[config.mk]
export PLATFORM = sky130hd
export DESIGN_NAME = fetch_unit
export DESIGN_NICKNAME = d
export VERILOG_FILES = /design/src/rtl/fetch_unit.sv
export SDC_FILE = /design/constraint.sdc
export NUM_CORES = 1
export LEC_CHECK = 0
export BUFFER_PORTS_ARGS = -buffer_cell sky130_fd_sc_hd__buf_2
export CAP_MARGIN = 30
export CORE_MARGIN = 5
export CORE_UTILIZATION = 30
export DETAILED_ROUTE_END_ITERATION = 6
export GPL_TIMING_DRIVEN = 0
export PLACE_DENSITY = 0.61
export SYNTH_ARGS = -nofsm -noshare
export SYNTH_HDL_FRONTEND = slang
export SYNTH_SLANG_ARGS = --single-unit
[constraint.sdc]
create_clock -name CLK -period 4.5 [get_ports CLK]
set_clock_uncertainty 0.1 [all_clocks]
set_input_delay 0.675 -clock CLK [delete_from_list [all_inputs] [get_ports CLK]]
set_output_delay 0.675 -clock CLK [all_outputs]
set_load 0.02 [all_outputs]
[src/rtl/fetch_unit.sv]
// Instruction-fetch stage: next-PC select, imem request, IF/ID latch and
// a one-entry hold buffer that absorbs a fetched word while decode stalls.
module fetch_unit #(
  parameter int unsigned       WORD_W       = 32,
  parameter logic [WORD_W-1:0] BUBBLE_INSTR = '0
) (
  input  logic              CLK,
  input  logic              nRST,
  input  logic [WORD_W-1:0] PC,
  input  logic              Halt,
  input  logic              stall,
  input  logic              redirect_en,
  input  logic [WORD_W-1:0] redirect_PC,
  input  logic              ihit,
  input  logic [WORD_W-1:0] iload,
  output logic              iREN,
  output logic [WORD_W-1:0] iaddr,
  output logic [WORD_W-1:0] next_PC,
  output logic              Adv,
  output logic [WORD_W-1:0] ifid_instr,
  output logic [WORD_W-1:0] ifid_pc4,
  output logic              ifid_valid
);

  typedef enum logic [1:0] {
    FETCH  = 2'd0,
    HOLD   = 2'd1,
    HALTED = 2'd2
  } state_t;

  typedef struct packed {
    logic [WORD_W-1:0] instr;
    logic [WORD_W-1:0] pc4;
  } ifid_t;

  localparam ifid_t BUBBLE = '{instr: BUBBLE_INSTR, pc4: '0};

  state_t            state, state_nxt;
  ifid_t             ifid_q, ifid_nxt;
  ifid_t             hold_q, hold_nxt;
  logic              valid_q, valid_nxt;
  logic              adv_raw;
  logic [WORD_W-1:0] pc4;

  assign pc4 = PC + WORD_W'(4);

  // Next-state, PC advance, imem request and IF/ID / buffer next values
  always_comb begin
    state_nxt = state;
    ifid_nxt  = ifid_q;
    valid_nxt = valid_q;
    hold_nxt  = hold_q;
    adv_raw   = 1'b0;
    iaddr     = PC;
    next_PC   = redirect_en ? redirect_PC : pc4;
    iREN      = (state == FETCH) && !Halt;

    if (Halt) begin
      state_nxt = HALTED;
      ifid_nxt  = BUBBLE;
      valid_nxt = 1'b0;
    end else if (state == HALTED) begin
      // Sticky stop: only reset leaves HALTED.
      state_nxt = HALTED;
    end else if (redirect_en) begin
      // Any word returned this cycle belongs to the squashed path.
      adv_raw   = 1'b1;
      ifid_nxt  = BUBBLE;
      valid_nxt = 1'b0;
      state_nxt = FETCH;
    end else begin
      case (state)
        FETCH: begin
          if (ihit) begin
            adv_raw = 1'b1;
            if (stall) begin
              hold_nxt  = '{instr: iload, pc4: pc4};
              state_nxt = HOLD;
            end else begin
              ifid_nxt  = '{instr: iload, pc4: pc4};
              valid_nxt = 1'b1;
            end
          end else if (!stall) begin
            ifid_nxt  = BUBBLE;
            valid_nxt = 1'b0;
          end
        end
        HOLD: begin
          if (!stall) begin
            ifid_nxt  = hold_q;
            valid_nxt = 1'b1;
            state_nxt = FETCH;
          end
        end
        default: state_nxt = FETCH;
      endcase
    end
  end

  // PC register must not load while reset is asserted
  assign Adv = adv_raw & nRST;

  // State register
  always_ff @(posedge CLK or negedge nRST) begin
    if (!nRST) state <= FETCH;
    else       state <= state_nxt;
  end

  // IF/ID latch and hold buffer
  always_ff @(posedge CLK or negedge nRST) begin
    if (!nRST) begin
      ifid_q  <= BUBBLE;
      valid_q <= 1'b0;
      hold_q  <= '0;
    end else begin
      ifid_q  <= ifid_nxt;
      valid_q <= valid_nxt;
      hold_q  <= hold_nxt;
    end
  end

  assign ifid_instr = ifid_q.instr;
  assign ifid_pc4   = ifid_q.pc4;
  assign ifid_valid = valid_q;

endmodule

==> key figures, run 1 <==
Layout
  • # fillers: 2261
  • Diode count: 0
  • Storage element area: 3280 µm²
  • Non-Filler Instances: 1203
  • Synth-to-Final Area Change: 32.5%
  • Multi-input logic area: 2800 µm²
  • Final Util: 40.1%
  • Final #Nets: 1017
  • Layout cell share with drive strength beyond 1: 38.0%

Global routing
  • Vias in the first global route: 5855
  • First-pass GRT wire length: 32500 µm
  • Initial antenna violation count: 0
  • Total track usage: 16.9%
  • Congestion Overflow GR: 0
  • Pin count of the biggest net entering global routing: 72

Yosys
  • Yosys warns: 0
  • Post-synth EDFFs: 0
  • Sequential-to-total area share from yosys stat: 49.7%
  • Most used flip-flop cell after synthesis: dfrtp_1
  • Post-synth top area share: 49.7%
  • Post-synthesis cell area: 6590 µm²
  • Yosys reg bits: 131
  • Ys async rst share: 100%
  • Post-Syn Nets: 764
  • Synth area leaders: dfrtp_1 (50%), mux2_2 (8.5%), o21ai_0 (6.1%), nand2_1 (4.3%), and3_1 (3.9%)
  • Post-Syn Instances: 661
  • Largest area contributor in the netlist: dfrtp_1
  • Syn_area_per_cell: 9.97 µm²
  • Synth cell types: 38

Power and ir drop
  • Pwr dens: 332 nW/µm²
  • Switch share: 23.8%
  • P_leak: 4.61 nW
  • Clock power frac: 47.5%
  • Sw Pwr: 0.690 mW
  • Pint: 2.21 mW
  • Seq pwr share: 41.2%
  • Combinational share of power: 11.3%
  • VDD IR-drop max: 151 µV

Timing
  • Slew margin rel.: 38.6%
  • Slew Limit Fails: 0
  • Setup TNS: 0 ns
  • Hold Fails Final Rpt: 0
  • Tcrit/Tclk final: 77.1%
  • RSZ-0062 raised after global routing: no
  • Min cycle time layout: 3.47 ns
  • Final setup vio count: 0
  • Max Freq: 288 MHz
  • Worst slew pin tran: 0.921 ns

Route
  • DR pass1 iterations: 4
  • Drt wl/cell: 17.5 µm
  • Post-Route WL: 21100 µm
  • Drc violations: 0
  • Initial DRC Count: 314
  • Vias per cell: 4.75
  • Antenna-violating nets left: 0
  • Routed via count: 5711

Clocking
  • Clock latency on the worst-skew pair: 0.41 ns
  • Clk slew on worst S/H paths: 0.05 ns
  • Post_cts resized: 0
  • CTS max path bufs: 2
  • # Post-CTS Setup Buffers: 0
  • Root Driver: clkbuf_16
  • Sink Count: 131
  • CTS tree: yes
  • H-tree levels: 4
  • Hold-fix buffers, CTS: 0
  • CTS Buf Count: 17

Setup path
  • Crit-path cells: buf_2, ha_1, nand4_1, nor3_1, nand4_1, xor2_1, mux2i_1, buf_2
  • Critical Path Start Type: input port
  • WP data required: 3.72 ns
  • Worst-path fanout max: 6
  • Worst setup path category: input port to output port
  • CP Capture Type: output port
  • Max incr delay on CP: 0.57 ns
  • Arr. time, crit path: 2.70 ns
  • Worst Reg-to-Reg Cells: 6
  • Worst path slowest cell: nor3_1

Placement
  • Inst Count DP: 1175
  • Placer Congestion: 0.809
  • Post-DP HPWL: 16300 µm
  • IO buf count: 231

Floorplan
  • Starting Density: 30.3%
  • Die height: 158 µm
  • Total die area: 25000 µm²
  • Core Box Area: 21800 µm²
  • Width of the chip: 158 µm
  • I/O pins: 233
  • Placement Rows: 54

Run status
  • Outcome: finished, final reports clean

Job
  • Max-cap viol count: 0

Worst hold path
  • Worst hold path type: input port to asynchronous set/reset pin
[power groups by stage]
stage          Sequential [mW]  Combinational (mW)  Clock, mW
6_report                  1.19               0.328       1.38
5_1_grt                   1.19               0.361       1.47
4_1_cts                   1.19               0.334       1.41
3_5_place_dp              1.21               0.333          0
3_3_place_gp              1.21               0.326          0
2_1_floorplan             1.21               0.169          0
[final timing paths]
check / slack (ns) / start / end
worst min-delay path: 0.16 / nRST / ifid_instr[0]
worst max-delay path: 1.03 / PC[2] / next_PC[30]
max in group asynchronous: 3.37 / nRST / ifid_pc4[26]
worst min register to register: 0.37 / ifid_instr[3] / ifid_instr[3]
min in group CLK: 0.37 / ifid_instr[3] / ifid_instr[3]
worst max register to register: 1.84 / state[1] / ifid_pc4[10]
[cells in the final DEF, fill, tap and decap left out, types with 6 or more instances in the layout]
master and instances:
clkbuf_1 40, xor2_1 13, buf_2 231, buf_4 32, nand3_1 8, a21oi_1 41
inv_1 28, mux2_2 50, dfrtp_1 131, a22oi_1 20, nand2_1 76, mux2i_1 22
and3_1 41, nand4_1 6, nor3_1 6, clkbuf_16 17, o21ai_0 81, nor2_1 10
xnor2_1 15, clkbuf_8 6
[cell families after synthesis]
| kind of cell | after synthesis | share of synthesized area (%) |
|---|---|---|
| AOI/OAI and AO/OA | 155 | 13.1 |
| xor gates and xnor gates | 28 | 3.72 |
| adders and majority gates | 1 | 0.190 |
| buffers and inverters | 102 | 7.74 |
| DFF | 131 | 49.7 |
| muxes | 72 | 11.9 |
| and+or+nand+nor | 172 | 13.7 |
[worst max-delay path, delay by kind of cell]
family                   cells  cell delay [ns]
AND/OR/NAND/NOR              3             0.94
buffers and inverters        2             0.39
XOR/XNOR                     1             0.32
adder cells (fa/ha/maj)      1             0.25
multiplexers                 1             0.11
[Yosys cell counts, drive strengths merged, types with 4 or more instances]
cell type  number
nand2b          4
nand4           6
nand3          11
mux2           50
nand2          76
dfrtp         131
nor2           10
o21ai          85
buf            35
nor4            7
xor2           13
nor3            6
mux2i          22
clkbuf         39
xnor2          15
inv            28
a21oi          41
a22oi          20
and3           41
[state kept, by name (all words and copies together) (netlist names)]
register	flops
hold_q	64
ifid_instr	32
ifid_pc4	32
ifid_valid	1
state	2
[through the flow]
stage / area [µm²] / hold WS (ns) / setup slack [ns] / power, mW
3_3_place_gp: 8100 / 0.358 / 0.192 / 1.54
6_report: 8730 / 0.156 / 1.03 / 2.90
5_1_grt: 8730 / 0.173 / 0.734 / 3.02
3_5_place_dp: 8150 / 0.366 / 1.01 / 1.55
4_1_cts: 8730 / 0.160 / 0.986 / 2.93
2_1_floorplan: 6590 / 0.279 / 1.52 / 1.38
[area by class of cell]
type,count,share of cell area (%)
sequential,131,37.5
multi-input combinational,428,32.1
timing repair buffer,234,13.8
clock buffer,24,5.86
buffer,74,4.64
tap,280,4.01
inverter,28,1.20
clock inverter,4,0.831
[metal layers]
layer,routed length [µm],up-vias,global-route usage [%]
met5,0,-,0
met4,300,0,5.40
met3,1440,19,4.26
met2,9880,199,27.7
met1,9490,2718,22.0
li1,-,2775,-
No activity file was read; power rests on OpenSTA's default activity.
==> inputs of run 2 (changes only) <==
clock period = 3.3 ns   (was 4.5 ns; I/O delays follow)
==> key figures, run 2 (synthesized netlist as in run 1, its figures left out) <==
Run status
  • Outcome: finished, final reports clean

Clocking
  • Clk slew on worst S/H paths: 0.06 ns
  • Clock latency on the worst-skew pair: 0.41 ns
  • CTS tree: yes
  • # Post-CTS Setup Buffers: 0
  • CTS max path bufs: 2
  • CTS Buf Count: 17
  • Root Driver: clkbuf_16
  • Sink Count: 131
  • H-tree levels: 4

Power and ir drop
  • Pwr dens: 452 nW/µm²
  • VDD IR-drop max: 206 µV
  • P_leak: 4.61 nW

Global routing
  • Congestion Overflow GR: 0
  • First-pass GRT wire length: 32500 µm
  • Total track usage: 16.9%
  • Pin count of the biggest net entering global routing: 72
  • Initial antenna violation count: 0
  • Vias in the first global route: 5855

Job
  • Max-cap viol count: 0

Worst hold path
  • Hold path depth: 2
  • Hold path start: Halt
  • Worst hold path type: input port to register
  • Worst hold endpoint: ifid_valid

Layout
  • Final instance area: 8750 µm²
  • # fillers: 2259
  • Multi-input logic area: 2810 µm²
  • Final #Nets: 1018
  • Synth-to-Final Area Change: 32.7%
  • Storage element area: 3280 µm²
  • Layout cell share with drive strength beyond 1: 38.1%
  • Commonest non-fill, non-tap cell in the layout: buf_2
  • Most frequent cells in the layout: buf_2 (231), dfrtp_1 (131), o21ai_0 (81)
  • Max reg flops: 64
  • Diode count: 0
  • Largest Register: hold_q

Setup path
  • Critical Path Start Type: input port
  • CP Capture Type: output port
  • Critical R2R Launch: state[1]
  • WP data required: 2.70 ns
  • Worst-path fanout max: 10
  • Flop-to-flop setup slack: 0.67 ns
  • Worst setup path category: input port to output port
  • Worst Reg-to-Reg Cells: 6
  • Arr. time, crit path: 2.45 ns
  • Reg-to-reg critical path endpoint: ifid_pc4[10]

Route
  • Drt wl/cell: 17.5 µm
  • Post-Route WL: 21100 µm
  • Initial DRC Count: 306
  • Drc violations: 0
  • Antenna-violating nets left: 0
  • Routed via count: 5697
  • Vias per cell: 4.73
  • DR pass1 iterations: 5

Timing
  • Final setup vio count: 0
  • Min cycle time layout: 3.04 ns
  • Max Freq: 328 MHz
  • RSZ-0062 raised after global routing: no
  • Slew Limit Fails: 0
  • Tcrit/Tclk final: 92.3%
  • Slew margin rel.: 38.4%
  • Hold Fails Final Rpt: 0
  • Fin Hold WS: 0.207 ns
  • Worst slew pin tran: 0.924 ns

Floorplan
  • Placement Rows: 54
  • Die height: 158 µm
  • I/O pins: 233
  • Width of the chip: 158 µm
  • Core Box Area: 21800 µm²
  • Total die area: 25000 µm²
  • Starting Density: 30.3%

Placement
  • Post-DP HPWL: 16300 µm
  • Placer Congestion: 0.809
  • Placed cell area: 8150 µm²
  • IO buf count: 231
[run 2: where the power goes]
part	internal (mW)	switching (mW)	total, mW	leakage (nW)
registers	1.62	0.00691	1.63	1.82
logic	0.176	0.272	0.448	2.51
clock network	1.22	0.659	1.87	0.286
[run 2: worst max path at each step]
stage | startpoint | end | slack (ns) | cells after the start
after detailed placement | PC[2] | next_PC[30] | 0.17 | 8
after CTS | redirect_en | next_PC[20] | 0.15 | 5
after floorplan | PC[11] | next_PC[31] | 0.68 | 6
after global placement | nRST | Adv | -0.65 | 3
final | redirect_en | next_PC[20] | 0.26 | 5
after global routing | PC[10] | next_PC[30] | 0.06 | 7
[run 2: worst max-delay path, stage by stage]
cell	delay, ns
buf_2	0.10
clkbuf_1	0.55
clkbuf_1	0.76
mux2i_1	0.32
buf_2	0.21
[run 2: cell type report]
| type | instances | area share (%) |
|---|---|---|
| Buffer | 74 | 4.63 |
| Timing Repair Buffer | 235 | 13.9 |
| Multi-Input combinational cell | 428 | 32.1 |
| Clock inverter | 4 | 0.830 |
| Inverter | 28 | 1.20 |
| Tap cell | 280 | 4.00 |
| Sequential cell | 131 | 37.5 |
| Clock buffer | 24 | 5.85 |
[run 2: what timing repair did]
action                                  CTS  global route
hold endpoints to repair                 51             0
resized for setup                         0             1
hold buffers                              1             0
endpoints found under the setup margin    0             3
[run 2: per-layer routing]
metal / part of all wire (%) / vias up / GRT usage [%]
met5: 0 / - / 0
met3: 7.3 / 19 / 4.26
met1: 44 / 2687 / 22.0
li1: - / 2774 / -
met2: 47 / 217 / 27.7
met4: 1.4 / 0 / 5.40
[run 2: per-stage QoR]
step                      instances  worst slack (ns)  setup TNS [ns]  util, %  power [mW]
after global routing           1204            0.0583               0     40.2        4.12
after detailed placement       1175             0.170               0     37.5        2.11
after global placement         1172            -0.648          -31.65     37.2        2.10
final                          1204             0.256               0     40.2        3.95
after floorplan                 661             0.681               0        -        1.89
after CTS                      1204             0.146               0     40.2        4.00
